### src/rtl/ws2812_arbiter_if.sv
// rtl/ws2812_arbiter_if.sv - requester, LED-driver and key signals of the WS2812 owner arbiter
interface ws2812_arbiter_if;
  logic [1:0]  mode;
  logic [4:0]  key_in;
  logic        start_sel;
  logic        start_draw;
  logic [5:0]  cfg_num_sel;
  logic [23:0] cfg_data_sel;
  logic [5:0]  cfg_num_draw;
  logic [23:0] cfg_data_draw;
  logic        cfg_start;
  logic        ws2812_start;
  logic [5:0]  cfg_num;
  logic [23:0] cfg_data;
  logic        cfg_start_sel;
  logic        cfg_start_draw;
  logic [4:0]  key_sel;
  logic [4:0]  key_draw;
  logic [1:0]  owner;
  logic        busy;
  logic        err_timeout;

  // Requesters and the LED driver side.
  modport master (
    output mode, key_in, start_sel, start_draw,
    output cfg_num_sel, cfg_data_sel, cfg_num_draw, cfg_data_draw, cfg_start,
    input  ws2812_start, cfg_num, cfg_data, cfg_start_sel, cfg_start_draw,
    input  key_sel, key_draw, owner, busy, err_timeout
  );

  // The arbiter itself.
  modport slave (
    input  mode, key_in, start_sel, start_draw,
    input  cfg_num_sel, cfg_data_sel, cfg_num_draw, cfg_data_draw, cfg_start,
    output ws2812_start, cfg_num, cfg_data, cfg_start_sel, cfg_start_draw,
    output key_sel, key_draw, owner, busy, err_timeout
  );
endinterface

### src/rtl/ws2812_arbiter.sv
// rtl/ws2812_arbiter.sv - frame-safe owner arbiter in front of a single ws2812_ctrl driver
module ws2812_arbiter #(
  parameter int LED_NUM     = 64,
  parameter int GAP_CYC     = 16500,
  parameter int TIMEOUT_CYC = 50000
) (
  input  logic           sys_clk,
  input  logic           sys_rst_n,
  ws2812_arbiter_if.slave bus
);

  localparam int TMAX = (GAP_CYC > TIMEOUT_CYC) ? GAP_CYC : TIMEOUT_CYC;
  localparam int TW   = (TMAX > 2) ? $clog2(TMAX) : 1;

  localparam logic [1:0]    OWN_SEL  = 2'b00;
  localparam logic [1:0]    OWN_DRAW = 2'b10;
  localparam logic [1:0]    OWN_NONE = 2'b11;
  localparam logic [5:0]    LAST_LED = 6'(LED_NUM - 1);
  localparam logic [TW-1:0] GAP_LAST = TW'(GAP_CYC - 1);
  localparam logic [TW-1:0] TMO_LAST = TW'(TIMEOUT_CYC - 1);

  typedef enum logic [1:0] {ST_IDLE, ST_BUSY, ST_GAP} state_t;

  state_t        state_q, state_d;
  logic [1:0]    owner_q, owner_d;
  logic          pend_sel_q, pend_sel_d;
  logic          pend_draw_q, pend_draw_d;
  logic [5:0]    led_cnt_q, led_cnt_d;
  logic [TW-1:0] timer_q, timer_d;
  logic          start_q, start_d;
  logic          err_q, err_d;
  logic [4:0]    key_sel_q, key_draw_q;

  logic       owner_is_sel;
  logic       owner_is_draw;
  logic [1:0] mode_norm;
  logic       owner_pend;

  // Unknown mode codes collapse to "no owner" so owner only ever holds 00/10/11.
  assign mode_norm     = (bus.mode == OWN_SEL || bus.mode == OWN_DRAW) ? bus.mode : OWN_NONE;
  assign owner_is_sel  = (owner_q == OWN_SEL);
  assign owner_is_draw = (owner_q == OWN_DRAW);
  assign owner_pend    = (owner_is_sel & pend_sel_q) | (owner_is_draw & pend_draw_q);

  // State, owner, pending requests, LED counter and shared timer.
  always_ff @(posedge sys_clk or negedge sys_rst_n) begin
    if (!sys_rst_n) begin
      state_q     <= ST_IDLE;
      owner_q     <= OWN_NONE;
      pend_sel_q  <= 1'b0;
      pend_draw_q <= 1'b0;
      led_cnt_q   <= '0;
      timer_q     <= '0;
      start_q     <= 1'b0;
      err_q       <= 1'b0;
    end else begin
      state_q     <= state_d;
      owner_q     <= owner_d;
      pend_sel_q  <= pend_sel_d;
      pend_draw_q <= pend_draw_d;
      led_cnt_q   <= led_cnt_d;
      timer_q     <= timer_d;
      start_q     <= start_d;
      err_q       <= err_d;
    end
  end

  // Frame sequencing: owner changes only in IDLE, watchdog and latch gap share one timer.
  always_comb begin
    state_d     = state_q;
    owner_d     = owner_q;
    pend_sel_d  = pend_sel_q;
    pend_draw_d = pend_draw_q;
    led_cnt_d   = led_cnt_q;
    timer_d     = timer_q;
    start_d     = 1'b0;
    err_d       = 1'b0;
    case (state_q)
      ST_IDLE: begin
        if (mode_norm != owner_q) begin
          // Switch owner; a request left behind by the old owner is dropped.
          owner_d = mode_norm;
          if (owner_is_sel)  pend_sel_d  = 1'b0;
          if (owner_is_draw) pend_draw_d = 1'b0;
        end else if (owner_pend) begin
          start_d   = 1'b1;
          led_cnt_d = '0;
          timer_d   = '0;
          state_d   = ST_BUSY;
          if (owner_is_sel) pend_sel_d  = 1'b0;
          else              pend_draw_d = 1'b0;
        end
      end
      ST_BUSY: begin
        if (bus.cfg_start) begin
          led_cnt_d = led_cnt_q + 6'd1;
          timer_d   = '0;
          if (led_cnt_q == LAST_LED) state_d = ST_GAP;
        end else if (timer_q == TMO_LAST) begin
          err_d   = 1'b1;
          timer_d = '0;
          state_d = ST_GAP;
        end else begin
          timer_d = timer_q + 1'b1;
        end
      end
      ST_GAP: begin
        if (timer_q == GAP_LAST) begin
          timer_d = '0;
          state_d = ST_IDLE;
        end else begin
          timer_d = timer_q + 1'b1;
        end
      end
      default: state_d = ST_IDLE;
    endcase
    // Requests are latched in every state; repeated pulses merge into one.
    if (bus.start_sel)  pend_sel_d  = 1'b1;
    if (bus.start_draw) pend_draw_d = 1'b1;
  end

  // Keys follow the owner registered at the sampling edge.
  always_ff @(posedge sys_clk or negedge sys_rst_n) begin
    if (!sys_rst_n) begin
      key_sel_q  <= '0;
      key_draw_q <= '0;
    end else begin
      key_sel_q  <= owner_is_sel  ? bus.key_in : 5'd0;
      key_draw_q <= owner_is_draw ? bus.key_in : 5'd0;
    end
  end

  assign bus.ws2812_start   = start_q;
  assign bus.err_timeout    = err_q;
  assign bus.owner          = owner_q;
  assign bus.busy           = (state_q != ST_IDLE);
  assign bus.cfg_start_sel  = bus.cfg_start & (state_q == ST_BUSY) & owner_is_sel;
  assign bus.cfg_start_draw = bus.cfg_start & (state_q == ST_BUSY) & owner_is_draw;
  assign bus.cfg_num        = owner_is_sel  ? bus.cfg_num_sel  :
                              owner_is_draw ? bus.cfg_num_draw : 6'd0;
  assign bus.cfg_data       = owner_is_sel  ? bus.cfg_data_sel  :
                              owner_is_draw ? bus.cfg_data_draw : 24'd0;
  assign bus.key_sel        = key_sel_q;
  assign bus.key_draw       = key_draw_q;

endmodule

### src/flat_wrapper.sv
// flat-port wrapper written by rule: the top's interface ports become plain ports
module ws2812_arbiter_flat 
#(
  parameter int LED_NUM     = 64,
  parameter int GAP_CYC     = 16500,
  parameter int TIMEOUT_CYC = 50000
)
  (sys_clk, sys_rst_n, bus_mode, bus_key_in, bus_start_sel, bus_start_draw, bus_cfg_num_sel, bus_cfg_data_sel, bus_cfg_num_draw, bus_cfg_data_draw, bus_cfg_start, bus_ws2812_start, bus_cfg_num, bus_cfg_data, bus_cfg_start_sel, bus_cfg_start_draw, bus_key_sel, bus_key_draw, bus_owner, bus_busy, bus_err_timeout);
  ws2812_arbiter_if bus_i ();
  input  logic sys_clk;
  input  logic sys_rst_n;
  input wire logic [$bits(bus_i.mode)-1:0] bus_mode;
  input wire logic [$bits(bus_i.key_in)-1:0] bus_key_in;
  input wire logic [$bits(bus_i.start_sel)-1:0] bus_start_sel;
  input wire logic [$bits(bus_i.start_draw)-1:0] bus_start_draw;
  input wire logic [$bits(bus_i.cfg_num_sel)-1:0] bus_cfg_num_sel;
  input wire logic [$bits(bus_i.cfg_data_sel)-1:0] bus_cfg_data_sel;
  input wire logic [$bits(bus_i.cfg_num_draw)-1:0] bus_cfg_num_draw;
  input wire logic [$bits(bus_i.cfg_data_draw)-1:0] bus_cfg_data_draw;
  input wire logic [$bits(bus_i.cfg_start)-1:0] bus_cfg_start;
  output wire logic [$bits(bus_i.ws2812_start)-1:0] bus_ws2812_start;
  output wire logic [$bits(bus_i.cfg_num)-1:0] bus_cfg_num;
  output wire logic [$bits(bus_i.cfg_data)-1:0] bus_cfg_data;
  output wire logic [$bits(bus_i.cfg_start_sel)-1:0] bus_cfg_start_sel;
  output wire logic [$bits(bus_i.cfg_start_draw)-1:0] bus_cfg_start_draw;
  output wire logic [$bits(bus_i.key_sel)-1:0] bus_key_sel;
  output wire logic [$bits(bus_i.key_draw)-1:0] bus_key_draw;
  output wire logic [$bits(bus_i.owner)-1:0] bus_owner;
  output wire logic [$bits(bus_i.busy)-1:0] bus_busy;
  output wire logic [$bits(bus_i.err_timeout)-1:0] bus_err_timeout;
  assign bus_i.mode = bus_mode;
  assign bus_i.key_in = bus_key_in;
  assign bus_i.start_sel = bus_start_sel;
  assign bus_i.start_draw = bus_start_draw;
  assign bus_i.cfg_num_sel = bus_cfg_num_sel;
  assign bus_i.cfg_data_sel = bus_cfg_data_sel;
  assign bus_i.cfg_num_draw = bus_cfg_num_draw;
  assign bus_i.cfg_data_draw = bus_cfg_data_draw;
  assign bus_i.cfg_start = bus_cfg_start;
  assign bus_ws2812_start = bus_i.ws2812_start;
  assign bus_cfg_num = bus_i.cfg_num;
  assign bus_cfg_data = bus_i.cfg_data;
  assign bus_cfg_start_sel = bus_i.cfg_start_sel;
  assign bus_cfg_start_draw = bus_i.cfg_start_draw;
  assign bus_key_sel = bus_i.key_sel;
  assign bus_key_draw = bus_i.key_draw;
  assign bus_owner = bus_i.owner;
  assign bus_busy = bus_i.busy;
  assign bus_err_timeout = bus_i.err_timeout;
  ws2812_arbiter #(.LED_NUM(LED_NUM), .GAP_CYC(GAP_CYC), .TIMEOUT_CYC(TIMEOUT_CYC)) u_core (.sys_clk(sys_clk), .sys_rst_n(sys_rst_n), .bus(bus_i));
endmodule
### config.mk
export PLATFORM = sky130hd
export DESIGN_NAME = ws2812_arbiter_flat
export DESIGN_NICKNAME = d
export VERILOG_FILES = /design/src/rtl/ws2812_arbiter_if.sv /design/src/rtl/ws2812_arbiter.sv /design/src/flat_wrapper.sv
export SDC_FILE = /design/constraint.sdc
export NUM_CORES = 1
export LEC_CHECK = 0
export CAP_MARGIN = 25
export CELL_PAD_IN_SITES_DETAIL_PLACEMENT = 0
export CELL_PAD_IN_SITES_GLOBAL_PLACEMENT = 2
export CORE_UTILIZATION = 24
export DETAILED_ROUTE_END_ITERATION = 10
export GPL_ROUTABILITY_DRIVEN = 0
export GPL_TIMING_DRIVEN = 0
export PLACE_DENSITY = 0.83
export SETUP_SLACK_MARGIN = 0.02
export SLEW_MARGIN = 0
export SYNTH_ARGS = -nofsm -noshare
export SYNTH_HDL_FRONTEND = slang
export SYNTH_SLANG_ARGS = --single-unit
### constraint.sdc
create_clock -name sys_clk -period 2.3 [get_ports sys_clk]
set_clock_uncertainty 0.05 [all_clocks]
set_input_delay 0.575 -clock sys_clk [delete_from_list [all_inputs] [get_ports sys_clk]]
set_output_delay 0.575 -clock sys_clk [all_outputs]
set_load 0.02 [all_outputs]
# Yosys cells after proc, flatten, opt, wreduce, memory -nomap -nowiden
# Index checks and enable logic that the tools add are counted.
# word_totals
output_inout_bits	47
inputBits	72
elab_cells	92
register_bits	40
# classes
bitwise_logic	6
n_eq_ne	16
addsub	2
n_reduce_logical	17
n_mux	41
# ops
operator	n
two-way mux 16 bit	5
two-way mux 24 bit	2
one-hot mux 16 bit (3 select lines)	1
two-way mux 6 bit	5
two-way mux 1 bit	17
adder 16 x 1 -> 16 bit (second input constant)	1
equality test 16 x 15 -> 1 bit (second input constant)	1
equality test 16 bit (second input constant)	1
two-way mux 2 bit	7
one-hot mux 6 bit (2 select lines)	1
two-way mux 5 bit	2
!= test 3 x 2 -> 1 bit (second input constant)	3
nonzero test 3 bit	3
AND reduction 4 bit	2
nonzero test 2 bit	4
adder 6 x 1 -> 6 bit (second input constant)	1
equality test 2 bit (second input constant)	3
equality test 6 bit (second input constant)	1
logical NOT 2 bit	3
one-hot mux 2 bit (3 select lines)	1
AND 1 bit	5
AND reduction 5 bit	1
!= test 2 x 1 -> 1 bit (second input constant)	2
!= test 2 bit (second input constant)	2
other kinds (7)	8

# Logic depth before layout (Yosys ltp)
# depth
ltp_word	7
ltp_mapped	8
ltp_nobuf	7

# Worst setup path after synthesis
# No wires, ideal clock.
# synth_timing
path_type	reg2out
startpoint	register u_core.owner_q[1] (netlist: u_core.bus.owner[1])
endpoint	output bus_cfg_data[0]
path_slack_ns	0.018
arrival_time_ns	1.657
stages_incl_launch_ff	5
n_path_buf	2
cell_sequence	dfstp_2 buf_2 buf_1 mux2i_1 nor2_1
# synth_between
elab_chain_len	3
word_cells_on_any_way	4
cone_classes	eq/ne (1); mux (2); reduce/logical (1)
# synth_lines
element	line	text
start: declaration	ws2812_arbiter.sv:25	logic [1:0] owner_q, owner_d;
start signal: assignment	ws2812_arbiter.sv:58	owner_q <= owner_d;
equality test 2 bit	ws2812_arbiter.sv:42	assign owner_is_draw = (owner_q == OWN_DRAW);
two-way mux 24 bit	ws2812_arbiter.sv:142	owner_is_draw ? bus.cfg_data_draw : 24'd0;
two-way mux 24 bit (*)	ws2812_arbiter.sv:141	assign bus.cfg_data = owner_is_sel ? bus.cfg_data_sel :
end: declaration	flat_wrapper.sv:23	output wire logic [$bits(bus_i.cfg_data)-1:0] bus_cfg_data;
# Mark *: on every way between the ends. The rest lies on a longest branch, timed or not.

# Worst setup path in the final report
# layout_timing
startpoint	register u_core.owner_q[1] (netlist: u_core.bus.owner[1])
endpoint	output bus_cfg_num[3]
# layout_between
elab_chain_len	3
word_cells_on_any_way	4
cone_classes	eq/ne (1); mux (2); reduce/logical (1)
# layout_lines
element	line	text
equality test 2 bit	ws2812_arbiter.sv:42	
two-way mux 6 bit	ws2812_arbiter.sv:140	owner_is_draw ? bus.cfg_num_draw : 6'd0;
two-way mux 6 bit (*)	ws2812_arbiter.sv:139	assign bus.cfg_num = owner_is_sel ? bus.cfg_num_sel :
end: declaration	flat_wrapper.sv:22	output wire logic [$bits(bus_i.cfg_num)-1:0] bus_cfg_num;
# Marked as above.

==> flow_summary.json <==
{
  "numCtsBuffers": 5,
  "worstSetupPathType": "flip-flop to output port",
  "fp.dieH_um": 106,
  "synthArstFlopShare_pct": 100,
  "synth-main-ff-cell": "dfrtp_1",
  "layout_commonest_cell": "clkdlybuf4s50_1",
  "synth_top_area_share_pct": 36.6,
  "synthAdderAreaFrac_pct": 3.37,
  "path_max_fanout": 10,
  "synth-edff-count": 0,
  "synthSimpleGateAreaFrac_pct": 24.0,
  "clkLatencyLatePin_ps": 290,
  "drtIter0Drc": 105,
  "vias_per_cell": 4.65,
  "tritoncts": "done",
  "drv_cap": 0,
  "max-vdd-ir-drop_mv": 0.477,
  "synthMuxAreaShare_pct": 13.7,
  "nets": 487,
  "h-tree-depth": 2,
  "fin_util_pct": 39.4,
  "grt_overflow": 0,
  "finalCriticalPeriod_ps": 2220,
  "antenna_found_initial": 0,
  "slew_viol_final": 0,
  "syn_inst": 276,
  "worst_pin_slew_ps": 516,
  "grt_pass1_wl_um": 12600,
  "clockRootBuffer": "clkbuf_8",
  "synth_xor_area_share_pct": 0,
  "cp.arrival_ps": 1590,
  "clockBufferDepth": 2,
  "dr.pass1.iters": 4,
  "die-area_um2": 11200,
  "areaGrowthSynthToFinish_pct": 57.8,
  "rows": 37,
  "synthesis.nets": 355,
  "ys_ff_latch": 40,
  "finalSetupViolations": 0,
  "power_leakage_nw": 1.99,
  "yosysWarnings": 0,
  "drt-total-wl_um": 7720,
  "p_total_mw": 3.82,
  "crit_path_end_kind": "output port",
  "synth_cell_type_count": 47,
  "synthesis.area_um2": 2600,
  "grt_max_degree": 23,
  "core_area_um2": 10400,
  "seq_area_frac_synth_pct": 38.6,
  "required_ps": 1670,
  "clock-sinks": 40,
  "final_cell_mix": "clkdlybuf4s50_1, nor2_1, dfrtp_1",
  "power.density_nw_per_um2": 933,
  "wl_per_cell_um": 14.2,
  "nFillCells": 1071,
  "grt_use_total_pct": 14.1,
  "finalHoldViolCount": 0,
  "post-route-drc-count": 0,
  "final.setup.tns_ps": 0,
  "path_clk_slew_ps": 90,
  "synth-compound-area-share_pct": 16.4,
  "place.port_buffers": 117,
  "post-route-period-util_pct": 96.4,
  "ff2ff_path_depth": 8,
  "grt_pass1_vias": 2639,
  "synth_top_family_by_area": "simple AND/OR/NAND/NOR gates",
  "antennaDiodeCount": 0,
  "synth_area_per_cell_um2": 9.42,
  "io_pins": 119,
  "max_freq_ghz": 0.451,
  "worstHoldPathType": "input port to async pin",
  "dieWidth_um": 106,
  "crit_path_start_kind": "flip-flop",
  "drtAntennaViolNets": 0,
  "synth_top_cell_by_area": "dfrtp_1",
  "synthTopCellsByArea": "dfrtp_1, mux2i_1, nor2_1, a22o_1, a21o_1",
  "ctsHoldBuffers": 0,
  "outcome": "finished, final reports clean",
  "drive_gt1_share_pct": 21.5,
  "rsz0062_at_grt": "true",
  "place_hpwl_um": 6060,
  "slew_headroom_pct": 65.3,
  "vias": 2536,
  "initial_utilization_pct": 24.9
}
## logic make-up (layout without fill, tap and decap cells)
kind of cell	Yosys count	in the layout
buffers and inverters	22	155
adder cells (fa/ha/maj)	7	7
AO/OA/AOI/OAI	55	55
AND/OR/NAND/NOR	117	117
multiplexers	35	35
flip-flops	40	40
## sequential cells by signal, indices dropped and copies added, names as in the netlist
register	count
u_core.timer_q	16
u_core.led_cnt_q	6
u_core.bus.key_draw	5
u_core.bus.key_sel	5
u_core.bus.owner	2
u_core.state_q	2
u_core.bus.err_timeout	1
u_core.bus.ws2812_start	1
u_core.pend_draw_q	1
u_core.pend_sel_q	1
## repair_timing
item	in CTS	in global routing
endpoints found under the hold margin	0	0
resized for setup	151	18
endpoints found under the setup margin	33	32
cloned	0	1
setup buffers	1	6
## worst paths after layout
path / slack (ps) / start / endpoint
max in group asynchronous: 1530 / sys_rst_n / u_core.state_q[0]$_DFFE_PN0P_
worst min-delay path: 190 / sys_rst_n / u_core.led_cnt_q[0]$_DFFE_PN0P_
worst max register to register: 120 / u_core.bus.owner[1]$_DFFE_PN1P_ / u_core.timer_q[10]$_DFFE_PN0P_
min in group sys_clk: 430 / u_core.pend_sel_q$_DFFE_PN0P_ / u_core.pend_sel_q$_DFFE_PN0P_
worst max-delay path: 80 / u_core.bus.owner[1]$_DFFE_PN1P_ / bus_cfg_num[3]
worst min register to register: 430 / u_core.pend_sel_q$_DFFE_PN0P_ / u_core.pend_sel_q$_DFFE_PN0P_
## stage by stage
stage | setup WS (ps) | hold WS (ps) | std cells | instance area, um2
floorplan | 43.6 | 229 | 276 | 2600
global placement | -579 | 416 | 529 | 3940
detailed placement | -540 | 417 | 530 | 3970
CTS | -18.0 | 200 | 538 | 4100
global route | 14.7 | 219 | 545 | 4100
finish | 83.0 | 188 | 545 | 4100
## synthesized netlist by cell type (5+ instances only)
library cell	n
nand3_1	7
nand4_1	9
dfrtp_1	38
nor2b_1	5
mux2i_1	30
o21ai_0	7
nor2_1	48
clkbuf_1	6
a21oi_1	5
and3_1	5
inv_1	8
and2_1	11
a22o_1	16
a21o_1	12
mux2_2	5
nand2_1	13
ha_1	7
## critical path, stage by stage (launching register included)
cell and delay, ps:
dfstp_2 560, buf_8 150, buf_12 150, mux2i_1 180, nor2_1 80, buf_2 170
## report_power, final
group	leakage [nW]	internal [mW]	total, mW	switching, mW
registers	0.534	0.822	0.907	0.0852
logic	1.42	1.11	2.43	1.32
clock network	0.0404	0.215	0.484	0.269
total	1.99	2.15	3.82	1.68
## per-layer routing
| metal | up-vias | track usage (%) | wire, um |
|---|---|---|---|
| met5 | - | 0 | 0 |
| met4 | 0 | 3.57 | 102 |
| met3 | 8 | 4.78 | 583 |
| met2 | 98 | 24.6 | 3830 |
| met1 | 1171 | 16.5 | 3200 |
| li1 | 1259 | - | - |
## area by class of cell
class                   instances  area [um2]  share of cell area, %
clock buffers                   5        68.8                   1.68
repair buffers                126        1110                   27.1
plain buffers                  13         146                   3.57
flip-flops and latches         40        1000                   24.5
inverters                       8        30.0                  0.732
clock inverters                 3        23.8                  0.580
multi-input cells             214        1540                   37.7
well taps                     136         170                   4.15
Power figures use the tool's default switching activity.
